**src/rtl/opf_scoreboard.sv**
```systemverilog
// opf_scoreboard: operand-fetch stage with RAW lock queue, valid/ready intake, flush and issue register.
// Optional feature macro OPF_BYPASS_EN: a source matching the retiring writeback takes wb_data instead of stalling.
module opf_scoreboard #(
    parameter int XLEN   = 32,
    parameter int NREG   = 32,
    parameter int TOKENS = 4,
    parameter int TAGW   = 4,
    localparam int RW    = $clog2(NREG)
) (
    input  logic            clk,
    input  logic            reset,
    input  logic            in_valid,
    output logic            in_ready,
    input  logic [RW-1:0]   in_rs1,
    input  logic [RW-1:0]   in_rs2,
    input  logic [RW-1:0]   in_rd,
    input  logic            in_rd_we,
    input  logic [2:0]      in_fmt,
    input  logic [31:0]     in_instr,
    input  logic [XLEN-1:0] in_npc,
    input  logic [TAGW-1:0] in_tag,
    input  logic            flush,
    output logic [RW-1:0]   rf_addr_a,
    output logic [RW-1:0]   rf_addr_b,
    input  logic [XLEN-1:0] rf_data_a,
    input  logic [XLEN-1:0] rf_data_b,
    output logic            wb_valid,
    output logic [RW-1:0]   wb_rd,
    input  logic [XLEN-1:0] wb_data,
    output logic            out_valid,
    output logic [XLEN-1:0] out_opA,
    output logic [XLEN-1:0] out_opB,
    output logic [XLEN-1:0] out_opC,
    output logic [XLEN-1:0] out_npc,
    output logic [TAGW-1:0] out_tag
);
    // Format codes in my_pkg order: R, I, S, B, U, J.
    localparam logic [2:0] FMT_R = 3'd0;
    localparam logic [2:0] FMT_I = 3'd1;
    localparam logic [2:0] FMT_S = 3'd2;
    localparam logic [2:0] FMT_B = 3'd3;
    localparam logic [2:0] FMT_U = 3'd4;
    localparam logic [2:0] FMT_J = 3'd5;

    logic                          held_valid_q, held_valid_d;
    logic [RW-1:0]                 held_rs1_q, held_rs1_d;
    logic [RW-1:0]                 held_rs2_q, held_rs2_d;
    logic [RW-1:0]                 held_rd_q, held_rd_d;
    logic                          held_rd_we_q, held_rd_we_d;
    logic [2:0]                    held_fmt_q, held_fmt_d;
    logic [31:0]                   held_instr_q, held_instr_d;
    logic [XLEN-1:0]               held_npc_q, held_npc_d;
    logic [TAGW-1:0]               held_tag_q, held_tag_d;
    logic [TOKENS-1:0]             q_valid_q, q_valid_d;
    logic [TOKENS-1:0][RW-1:0]     q_rd_q, q_rd_d;
    logic                          out_valid_q, out_valid_d;
    logic [XLEN-1:0]               out_opa_q, out_opa_d;
    logic [XLEN-1:0]               out_opb_q, out_opb_d;
    logic [XLEN-1:0]               out_opc_q, out_opc_d;
    logic [XLEN-1:0]               out_npc_q, out_npc_d;
    logic [TAGW-1:0]               out_tag_q, out_tag_d;

    logic            use1, use2, young1, young2, tail1, tail2;
    logic            busy1, busy2, byp1, byp2, hazard, fire, e0_we;
    logic [31:0]     imm32;
    logic [XLEN-1:0] imm, data_a, data_b;
    logic            unused_bits;

    assign use1   = !(held_fmt_q == FMT_U || held_fmt_q == FMT_J);
    assign use2   = (held_fmt_q == FMT_R || held_fmt_q == FMT_S || held_fmt_q == FMT_B);
    assign tail1  = q_valid_q[TOKENS-1] && (q_rd_q[TOKENS-1] == held_rs1_q);
    assign tail2  = q_valid_q[TOKENS-1] && (q_rd_q[TOKENS-1] == held_rs2_q);

    // young* covers every entry except the tail, i.e. writes newer than the retiring one.
    always_comb begin
        young1 = 1'b0;
        young2 = 1'b0;
        for (int k = 0; k < TOKENS - 1; k++) begin
            if (q_valid_q[k] && q_rd_q[k] == held_rs1_q) young1 = 1'b1;
            if (q_valid_q[k] && q_rd_q[k] == held_rs2_q) young2 = 1'b1;
        end
    end

`ifdef OPF_BYPASS_EN
    assign busy1 = young1 && (held_rs1_q != '0);
    assign busy2 = young2 && (held_rs2_q != '0);
    assign byp1  = tail1 && !young1 && (held_rs1_q != '0);
    assign byp2  = tail2 && !young2 && (held_rs2_q != '0);
    assign unused_bits = ^held_instr_q[6:0];
`else
    assign busy1 = (young1 || tail1) && (held_rs1_q != '0);
    assign busy2 = (young2 || tail2) && (held_rs2_q != '0);
    assign byp1  = 1'b0;
    assign byp2  = 1'b0;
    assign unused_bits = ^{held_instr_q[6:0], wb_data};
`endif

    assign hazard    = held_valid_q && ((use1 && busy1) || (use2 && busy2));
    assign fire      = held_valid_q && !hazard && !flush;
    assign in_ready  = !held_valid_q || fire;
    assign e0_we     = fire && held_rd_we_q && (held_rd_q != '0);
    assign rf_addr_a = held_rs1_q;
    assign rf_addr_b = held_rs2_q;
    assign data_a    = byp1 ? wb_data : rf_data_a;
    assign data_b    = byp2 ? wb_data : rf_data_b;

    always_comb begin
        imm32 = 32'h0;
        case (held_fmt_q)
            FMT_I: imm32 = {{20{held_instr_q[31]}}, held_instr_q[31:20]};
            FMT_S: imm32 = {{20{held_instr_q[31]}}, held_instr_q[31:25], held_instr_q[11:7]};
            FMT_B: imm32 = {{19{held_instr_q[31]}}, held_instr_q[31], held_instr_q[7],
                            held_instr_q[30:25], held_instr_q[11:8], 1'b0};
            FMT_U: imm32 = {held_instr_q[31:12], 12'h000};
            FMT_J: imm32 = {{11{held_instr_q[31]}}, held_instr_q[31], held_instr_q[19:12],
                            held_instr_q[20], held_instr_q[30:21], 1'b0};
            default: imm32 = 32'h0;
        endcase
        imm = XLEN'($signed(imm32));
    end

    // Flush wins over a same-cycle accept, so that instruction is dropped.
    always_comb begin
        held_valid_d = held_valid_q;
        held_rs1_d   = held_rs1_q;
        held_rs2_d   = held_rs2_q;
        held_rd_d    = held_rd_q;
        held_rd_we_d = held_rd_we_q;
        held_fmt_d   = held_fmt_q;
        held_instr_d = held_instr_q;
        held_npc_d   = held_npc_q;
        held_tag_d   = held_tag_q;
        if (fire) held_valid_d = 1'b0;
        if (in_valid && in_ready) begin
            held_valid_d = 1'b1;
            held_rs1_d   = in_rs1;
            held_rs2_d   = in_rs2;
            held_rd_d    = in_rd;
            held_rd_we_d = in_rd_we;
            held_fmt_d   = in_fmt;
            held_instr_d = in_instr;
            held_npc_d   = in_npc;
            held_tag_d   = in_tag;
        end
        if (flush) held_valid_d = 1'b0;
    end

    always_comb begin
        q_valid_d   = {q_valid_q[TOKENS-2:0], e0_we};
        q_rd_d      = {q_rd_q[TOKENS-2:0], (e0_we ? held_rd_q : {RW{1'b0}})};
        out_valid_d = fire;
        out_opa_d   = '0;
        out_opb_d   = '0;
        out_opc_d   = '0;
        out_npc_d   = '0;
        out_tag_d   = '0;
        if (fire) begin
            out_opa_d = (held_fmt_q == FMT_U || held_fmt_q == FMT_J) ? held_npc_q : data_a;
            out_opb_d = (held_fmt_q == FMT_R || held_fmt_q == FMT_B) ? data_b : imm;
            out_opc_d = (held_fmt_q == FMT_S) ? data_b : imm;
            out_npc_d = held_npc_q;
            out_tag_d = held_tag_q;
        end
    end

    always_ff @(posedge clk) begin
        if (reset) begin
            held_valid_q <= 1'b0;
            held_rs1_q   <= '0;
            held_rs2_q   <= '0;
            held_rd_q    <= '0;
            held_rd_we_q <= 1'b0;
            held_fmt_q   <= '0;
            held_instr_q <= '0;
            held_npc_q   <= '0;
            held_tag_q   <= '0;
            q_valid_q    <= '0;
            q_rd_q       <= '0;
            out_valid_q  <= 1'b0;
            out_opa_q    <= '0;
            out_opb_q    <= '0;
            out_opc_q    <= '0;
            out_npc_q    <= '0;
            out_tag_q    <= '0;
        end else begin
            held_valid_q <= held_valid_d;
            held_rs1_q   <= held_rs1_d;
            held_rs2_q   <= held_rs2_d;
            held_rd_q    <= held_rd_d;
            held_rd_we_q <= held_rd_we_d;
            held_fmt_q   <= held_fmt_d;
            held_instr_q <= held_instr_d;
            held_npc_q   <= held_npc_d;
            held_tag_q   <= held_tag_d;
            q_valid_q    <= q_valid_d;
            q_rd_q       <= q_rd_d;
            out_valid_q  <= out_valid_d;
            out_opa_q    <= out_opa_d;
            out_opb_q    <= out_opb_d;
            out_opc_q    <= out_opc_d;
            out_npc_q    <= out_npc_d;
            out_tag_q    <= out_tag_d;
        end
    end

    assign wb_valid  = q_valid_q[TOKENS-1];
    assign wb_rd     = q_rd_q[TOKENS-1];
    assign out_valid = out_valid_q;
    assign out_opA   = out_opa_q;
    assign out_opB   = out_opb_q;
    assign out_opC   = out_opc_q;
    assign out_npc   = out_npc_q;
    assign out_tag   = out_tag_q;
endmodule
```
**config.mk**
```make
export PLATFORM = sky130hd
export DESIGN_NAME = opf_scoreboard
export DESIGN_NICKNAME = d
export VERILOG_FILES = /design/src/rtl/opf_scoreboard.sv
export SDC_FILE = /design/constraint.sdc
export NUM_CORES = 1
export LEC_CHECK = 0
export ABC_AREA = 1
export BUFFER_PORTS_ARGS = -buffer_cell sky130_fd_sc_hd__clkbuf_2
export CORE_ASPECT_RATIO = 0.5
export CORE_UTILIZATION = 45
export DETAILED_ROUTE_END_ITERATION = 10
export PLACE_DENSITY = 0.75
export SLEW_MARGIN = 30
export SYNTH_ARGS = -nofsm -noshare
export SYNTH_HDL_FRONTEND = slang
export SYNTH_SLANG_ARGS = --single-unit
```
**constraint.sdc**
```tcl
create_clock -name clk -period 1.8 [get_ports clk]
set_input_delay 0.18 -clock clk [delete_from_list [all_inputs] [get_ports clk]]
set_output_delay 0.18 -clock clk [all_outputs]
set_load 0.01 [all_outputs]
```
## Word level (Yosys, flattened, before mapping)

Cells that the tools add are included.

| cells by class | value |
|---|---|
| equal/unequal tests | 13 |
| multiplexer cells | 12 |
| bitwise gates (word level) | 2 |
| reduce and logical (&&, ||, !) cells | 38 |

Operators by type and width:

| cell | count |
|---|---|
| 32-bit case mux with 5 select lines | 1 |
| 32-bit 2-to-1 mux | 3 |
| 5-bit == test | 8 |
| 1-bit logical AND | 18 |
| 5-bit nonzero test | 3 |
| 1-bit logical OR | 8 |
| 1-bit 2-to-1 mux | 8 |
| 3-bit by 2-bit == test with 1-bit output, second input constant | 2 |
| 3-bit == test, second input constant | 2 |
| 2-bit OR reduction | 3 |
| 1-bit zero test | 4 |
| 3-bit by 1-bit == test with 1-bit output, second input constant | 1 |
| 3-bit zero test | 1 |
| 1-bit NOT | 2 |
| 2-bit nonzero test | 1 |

| storage, ports and cells | value |
|---|---|
| register bits after elaboration | 245 |
| bits of input ports | 187 |
| output and inout bits | 150 |
| logic and storage cells | 85 |

## Depth between registers and ports, before layout

Gate-level depths: netlist (run 1).

| depth | value |
|---|---|
| depth after elaboration | 17 |
| gate-level depth with buffers | 15 |
| gate-level depth less buffers | 12 |

## Worst setup path before layout (run 1)

Ideal clock, no wire load.

| timing path | value |
|---|---|
| path kind | reg2reg |
| start | register held_rs2_q[1], in the netlist rf_addr_b[1] |
| end | register held_tag_q[1] |
| setup time | 0.115 ns |
| data arrival time | 1.668 ns |
| required time | 1.685 ns |
| setup slack | 0.017 ns |
| cell stages (with the launch flop) | 14 |
| path buffers | 2 |
| period minus slack after synthesis | 1.783 ns |
| cells stage by stage | dfxtp_1 -> inv_1 -> o21ai_0 -> nor2_1 -> nand3_1 -> nand2_1 -> o21ai_2 -> nand3_2 -> nand2_2 -> buf_6 -> buf_4 -> nand3_1 -> nand2_1 -> nor2_1 |

| between the ends | value |
|---|---|
| cells in the longest elaborated chain, start to end | 15 |
| elaborated cells between the ends (all ways) | 22 |
| those cells by class | 4 x eq/ne; 3 x mux; 15 x reduce/logical |

RTL lines:

| what | RTL line | RTL |
|---|---|---|
| start: declaration | 47 | `logic [RW-1:0] held_rs2_q, held_rs2_d;` |
| start signal: assignment | 188 | `held_rs2_q <= held_rs2_d;` |
| 5-bit == test | 80 | `if (q_valid_q[k] && q_rd_q[k] == held_rs2_q) young2 = 1'b1;` |
| 1-bit logical AND | 80 |  |
| 1-bit 2-to-1 mux (3 in series) | 80 |  |
| 1-bit logical OR | 92 | `assign busy2 = (young2 \|\| tail2) && (held_rs2_q != '0);` |
| 1-bit logical AND * | 92 |  |
| 1-bit logical AND * | 98 | `assign hazard = held_valid_q && ((use1 && busy1) \|\| (use2 && busy2));` |
| 1-bit logical OR * | 98 |  |
| 1-bit logical AND * | 98 |  |
| 1-bit zero test * | 99 | `assign fire = held_valid_q && !hazard && !flush;` |
| 1-bit logical AND * (2 in series) | 99 |  |
| 1-bit logical OR * | 100 | `assign in_ready = !held_valid_q \|\| fire;` |
| 1-bit logical AND * | 134 | `if (in_valid && in_ready) begin` |
| end signal: assignment | 194 | `held_tag_q <= held_tag_d;` |
| end: declaration | 53 | `logic [TAGW-1:0] held_tag_q, held_tag_d;` |

Every way passes the cells marked *; elsewhere a longest branch is shown, timed or not.
A chain may end at the register's enable or synchronous reset.

## Worst setup path after layout (run 1)

| timing path | value |
|---|---|
| start | register held_rs2_q[1], in the netlist rf_addr_b[1] |
| end | output port in_ready |

| between the ends | value |
|---|---|
| cells in the longest elaborated chain, start to end | 14 |
| elaborated cells between the ends (all ways) | 21 |
| those cells by class | 4 x eq/ne; 3 x mux; 14 x reduce/logical |

RTL lines:

| what | RTL line | RTL |
|---|---|---|
| 5-bit == test | 80 |  |
| 1-bit logical AND | 80 |  |
| 1-bit 2-to-1 mux (3 in series) | 80 |  |
| 1-bit logical OR | 92 |  |
| 1-bit logical AND * | 92 |  |
| 1-bit logical AND * | 98 |  |
| 1-bit logical OR * | 98 |  |
| 1-bit logical AND * | 98 |  |
| 1-bit zero test * | 99 |  |
| 1-bit logical AND * (2 in series) | 99 |  |
| 1-bit logical OR * | 100 |  |
| end: declaration | 13 | `output logic in_ready,` |

Marked as above.

==> results of run 1 <==
## metal layers
metal  share of wire  routed length, microns  vias up
met5               0                       0        -
met4           0.050                    2160        0
li1                -                       -     5260
met3           0.095                    4110      208
met2            0.48                   20600      797
met1            0.38                   16300     5476
## synth_stat cells (all sizes together)
cell    count
nand2     280
dfxtp     238
nor2      209
inv       173
a21oi     145
nand3      95
clkbuf     46
buf        41
a211oi     32
or2        22
a31oi      20
nand4      18
o21ai      14
a22o        4
nor3        2
xor2        2
a22oi       1
ha          1
o211ai      1
o21bai      1
## cells by family after synthesis
group / Yosys count
flip-flops: 238
buffers and inverters: 260
AND/OR/NAND/NOR: 626
XOR/XNOR: 2
AO/OA/AOI/OAI: 218
adder cells (fa/ha/maj): 1
## final cells by class
cell class,count,area (sq um)
multi-input combinational,847,5000
inverter,173,662
clock inverter,8,123
clock buffer,31,656
timing repair buffer,570,4800
fill,1231,4460
sequential,238,4780
tap,273,342
antenna,1,2.50
## flip-flops by register name (all words and copies together) (netlist names)
register and flops:
out_tag 4, out_opC 32, held_valid_q 1, rf_addr_a 5, out_npc 32, held_npc_q 32, held_rd_q 5, q_rd_d 15
out_valid 1, q_valid_q 4, held_tag_q 4, out_opA 32, held_rd_we_q 1, wb_rd 5, rf_addr_b 5, held_fmt_q 3
out_opB 32, held_instr_q 25
## critical path: cells and delay by family, from the launching register on
kind	cells	cell delay [ns]
DFF	1	0.32
buffers and inverters	3	0.39
and+or+nand+nor	7	0.74
AOI/OAI and AO/OA	1	0.21
## what timing repair did
item,in CTS,in global routing
pin swaps,14,26
setup endpoints to repair,209,220
buffers inserted,20,11
hold buffers,134,0
endpoints found under the hold margin,165,0
gates resized for setup,265,119
gates cloned,21,8
## worst paths after layout
kind | start | endpoint | cells past startpoint | slack [ns]
hold / removal | in_instr[30] | held_instr_q[30] | 5 | 0.007
setup reg to reg | rf_addr_b[1] | held_npc_q[27] | 15 | -0.50
setup / recovery | rf_addr_b[1] | in_ready | 11 | -0.55
hold reg to reg | q_valid_q[2] | q_valid_q[3] | 2 | 0.45
## power groups by stage
stage	logic [mW]	clock network (mW)	registers (mW)
floorplan	0.873	0	5.66
global placement	1.43	0	5.66
detailed placement	1.46	0	5.67
CTS	2.04	5.11	5.57
global route	2.50	5.41	5.61
finish	2.36	5.20	5.59
## metrics by stage
stage               setup TNS, ns  worst slack [ns]  area, sq um  std cells
floorplan                       0            0.0174         9690       1345
global placement           -23.40            -0.189        11900       1921
detailed placement         -26.68            -0.215        11900       1921
CTS                        -63.20            -0.463        15800       2134
global route               -87.35            -0.620        16400       2140
finish                     -72.89            -0.553        16400       2141
## layout by cell type (no fill, tap or decap), types with 6 or more instances in the layout
cell	netlist	layout
buf_16	0	17
buf_4	1	67
a21oi_1	145	34
buf_6	9	12
nand3_1	94	89
nor2_4	1	34
nand4_1	17	17
nor2_1	208	162
a21oi_2	0	90
inv_2	4	9
o21ai_1	5	6
nand2_1	279	276
or2_1	18	18
a211oi_4	0	9
inv_1	169	163
buf_12	0	25
o21ai_0	8	6
dlygate4sd3_1	0	134
a21oi_4	0	21
a31oi_1	20	20
clkbuf_2	2	295
clkbuf_16	0	31
a211oi_2	0	23
buf_8	0	12
dfxtp_1	238	231
nor2_2	0	13
==> flow_summary.ini, run 1 <==
[sta]
worst_pin_slew_ns = 0.767
setup_viol = 221
worst_hold_slack_ns = 0.00730
drv_slew = 0
clock_skew_ns = 0.0150
rsz0062_at_grt = yes
relSlewSlack = 0.489
clock.fmax_ghz = 0.425
finalCriticalPeriod_ns = 2.35
hold_violations = 0
setup_slack_ns = -0.553
fin_crit_sh = 1.31

[drt]
drt-pass1-iter-count = 8
num_vias = 11700
first_iter_violations = 1221
totalWireLength_mm = 43.1
drcViolationCount = 0
drtAntennaViolNets = 0
post_drt_wl_per_cell_microns = 20.2
avgViaCountPerCell = 5.48

[global_routing]
use_met3 = 0.0709
grt-busiest-layer = met2
antenna_found_initial = 0
met2_usage = 0.598
grt_pass1_vias = 11300
grt_pass1_wl_mm = 60.1
use_met1 = 0.419
overflow = 0
grt_max_degree = 81
grtUsageTotal = 0.344

[die]
num_rows = 37
core_sq_mm = 0.0208
die_x_microns = 210
ioPinCount = 337
die_h_microns = 106
initial_utilization = 0.465
dieArea_sq_mm = 0.0222

[synth]
yosysWarnings = 0
synth_area_sq_mm = 0.00969
synth_simple_gate_area_frac = 0.268
synthMuxAreaShare = 0
syn_avg_cell_area_sq_um = 7.20
synth_nets = 1533
syn_inst = 1345
synth_area_leaders = dfxtp_1, nand2_1, nor2_1
yosys.area_share.xor_xnor = 0.00181
yosysSeqAreaShare = 0.492
yosysTopAreaCell = dfxtp_1
ys_ff_latch = 238
synth_fa_ha_area_frac = 0.00129
yosysTopAreaCellShare = 0.492
synth-compound-area-share = 0.127
synth_top_family_by_area = simple AND/OR/NAND/NOR gates
ys_types = 33

[clocking]
cts_buffers = 22
cts_sinks = 238
cts_max_level = 1
clock_latency_ns = 0.53
clockBufferDepth = 3
cts_tree = done
root_buffer = clkbuf_16
clkTransAtPathRegs_ns = 0.07

[worst_setup_path]
crit_path_cell_trace = inv_1 > nand2_1 > nand2_1 > nor2_1 > nand3_1 > nand2_1 > o21ai_2 > nand3_2 > nand2_4 > buf_12 > buf_6
cp_slowest_stage_delay_ns = 0.32
worstSetupEndpointType = primary output
critPathMostFrequentCell = nand2_1
cp_max_fo = 7
crit_arrival_ns = 2.17
cp.required_ns = 1.62
worstSetupStartpointType = flip-flop
cp_slowest_cell = dfxtp_1
critPathKind = reg2out

[finish]
final_nets = 2040
post_route_cells_drive_above_1_share = 0.373
final_util = 0.786
area_growth_pct = 69.0

[power]
switching_share = 0.282
p_total_mw = 13.1
clkPwrFrac = 0.396
p_leak_nw = 7.55
peakVddDrop_mv = 0.620
p_switching_mw = 3.71
pwr-share-comb = 0.179
power_density_mw_per_mm2 = 803
p_int_mw = 9.43
seq_power_share = 0.425

[flow_run]
drv_cap = 0

[placed_design]
hpwl_mm = 19.8
io_buffers = 297
globalplace.congestion = 0.869

[outcome]
status = finished, violations left
violations = negative setup slack

[min_path]
min_path_type = in2reg
Power figures use the tool's default switching activity.
==> run 2, diff against run 1 <==
--- a/config.mk
+++ b/config.mk
@@ -8,9 +8,10 @@
 export ABC_AREA = 1
 export BUFFER_PORTS_ARGS = -buffer_cell sky130_fd_sc_hd__clkbuf_2
 export CORE_ASPECT_RATIO = 0.5
-export CORE_UTILIZATION = 45
+export CORE_UTILIZATION = 50
 export DETAILED_ROUTE_END_ITERATION = 10
-export PLACE_DENSITY = 0.75
+export PLACE_DENSITY = 0.79
+export SKIP_LAST_GASP = 1
 export SLEW_MARGIN = 30
 export SYNTH_ARGS = -nofsm -noshare
 export SYNTH_HDL_FRONTEND = slang
==> constraint.sdc (replaced) <==
create_clock -name clk -period 2.7 [get_ports clk]
set_input_delay 0.27 -clock clk [delete_from_list [all_inputs] [get_ports clk]]
set_output_delay 0.27 -clock clk [all_outputs]
set_load 0.01 [all_outputs]
==> run 2 against run 1 <==
The flow now finishes without violations; clock skew about the same; power decreased by 41%; via count decreased by 20%; critical path type unchanged; largest cell class is now registers.
==> flow_summary.ini, run 2 (synthesized netlist as in run 1, its figures left out) <==
[sta]
fin_crit_sh = 0.932
clock_skew_ns = 0.0147
finalCriticalPeriod_ns = 2.52
relSlewSlack = 0.426
hold_violations = 0
worst_hold_slack_ns = 0.0143
setup_viol = 0
worst_pin_slew_ns = 0.861
clock.fmax_ghz = 0.398
rsz0062_at_grt = no
drv_slew = 0
finalSetupTns_ns = 0

[finish]
final_nets = 1801
post_route_cells_drive_above_1_share = 0.234
layout_commonest_cell = clkbuf_2
area_growth_pct = 26.3
layout_common_cells = clkbuf_2, nand2_1, dfxtp_1, nor2_1, inv_1

[global_routing]
grtUsageTotal = 0.254
grt_pass1_wl_mm = 41.6
antenna_found_initial = 2
grt_pass1_vias = 8675
grt_max_degree = 86
overflow = 0

[power]
power_density_mw_per_mm2 = 633
seq_power_share = 0.480
clkPwrFrac = 0.405
p_leak_nw = 6.05
pwr-share-comb = 0.116
peakVddDrop_mv = 0.350
p_int_mw = 5.81
switching_share = 0.251
p_switching_mw = 1.94

[clocking]
clock_latency_ns = 0.51
cts_buffers = 22
cts_max_level = 1
clkTransAtPathRegs_ns = 0.07
cts_tree = done
root_buffer = clkbuf_16
cts_setup_buffers = 0
cts_sinks = 238
clockBufferDepth = 3

[drt]
totalWireLength_mm = 26.1
drt-pass1-iter-count = 4
num_vias = 9364
avgViaCountPerCell = 4.96
drcViolationCount = 0
first_iter_violations = 536
drtAntennaViolNets = 0
post_drt_wl_per_cell_microns = 13.8

[placed_design]
io_buffers = 297
globalplace.congestion = 0.863
hpwl_mm = 18.3

[worst_setup_path]
crit_arrival_ns = 2.25
cp_max_fo = 19
worstSetupStartpointType = flip-flop
critPathKind = reg2out
cp.required_ns = 2.43
worstSetupEndpointType = primary output

[outcome]
status = finished, final reports clean

[die]
ioPinCount = 337
core_sq_mm = 0.0187
die_h_microns = 100
die_x_microns = 199
dieArea_sq_mm = 0.0200
initial_utilization = 0.518
num_rows = 35

[flow_run]
drv_cap = 0

[min_path]
min_path_type = in2reg
==> run 2: cell types whose count changed in the layout (fill, tap and decap cells not counted), moves of 16 or more <==
cell,previous run,this run
a211oi_2,23,0
dlygate4sd3_1,134,7
nor2_4,34,1
nor2_1,162,207
buf_4,67,20
a211oi_1,0,32
a21oi_2,90,0
buf_12,25,5
a21oi_1,34,145
a21oi_4,21,0
buf_16,17,1
==> run 2: layer usage <==
layer  global-route usage  part of all wire  vias up
met5                    0                 0        -
met4               0.0503             0.015        0
met3               0.0625             0.073       35
met2                0.423              0.45      285
met1                0.337              0.46     4271
li1                     -                 -     4773
==> run 2: worst max-delay path, stage by stage (launching register included) <==
cell	delay (ns)
dfxtp_1	0.55
nand2_1	0.10
o21ai_0	0.08
nor2_1	0.06
nand3_1	0.07
nand2_1	0.07
o21bai_2	0.19
nand3_2	0.13
nand2_4	0.16
buf_16	0.18
clkbuf_2	0.14
==> run 2: repair_timing <==
action | 4_1_cts | 5_1_grt
hold buffers | 7 | 0
resized for setup | 3 | 5
endpoints found under the hold margin | 8 | 0
gates cloned | 1 | 1
endpoints found under the setup margin | 1 | 1
==> run 2: path summary, 6_finish.rpt <==
check             cells past startpoint  slack (ns)           from           to
hold / removal                        3        0.01  rf_data_a[15]  out_opA[15]
setup reg to reg                     10        0.52   rf_addr_a[3]   out_opB[8]
setup / recovery                     10        0.18   rf_addr_a[3]     in_ready
hold reg to reg                       2        0.43  held_tag_q[3]   out_tag[3]
==> run 2: layout make-up <==
class / count / area (sq um)
Fill cell: 1634 / 6460
Tap cell: 259 / 324
Antenna cell: 2 / 5.00
Sequential cell: 238 / 4770
Inverter: 173 / 649
Multi-Input combinational cell: 847 / 3870
Clock buffer: 32 / 679
Timing Repair Buffer: 331 / 1890
Clock inverter: 5 / 53.8
==> run 2: metrics by stage <==
stage          power, mW  area, sq um  utilization  setup WS, ns  instances
2_1_floorplan       4.36         9690            -         0.917       1345
3_3_place_gp        4.64        11400        0.607         0.496       1839
3_5_place_dp        4.66        11400        0.607         0.498       1839
4_1_cts             7.80        12200        0.653        0.0629       1884
5_1_grt             8.10        12200        0.654       0.00542       1885
6_report            7.75        12200        0.654         0.184       1887
==> run 2: power by group through the flow <==
| stage | combinational, mW | sequential, mW | clock (mW) |
|---|---|---|---|
| after global placement | 0.851 | 3.79 | 0 |
| after floorplan | 0.582 | 3.77 | 0 |
| final | 0.895 | 3.72 | 3.13 |
| after detailed placement | 0.869 | 3.79 | 0 |
| after global routing | 1.01 | 3.73 | 3.35 |
| after CTS | 0.892 | 3.72 | 3.19 |
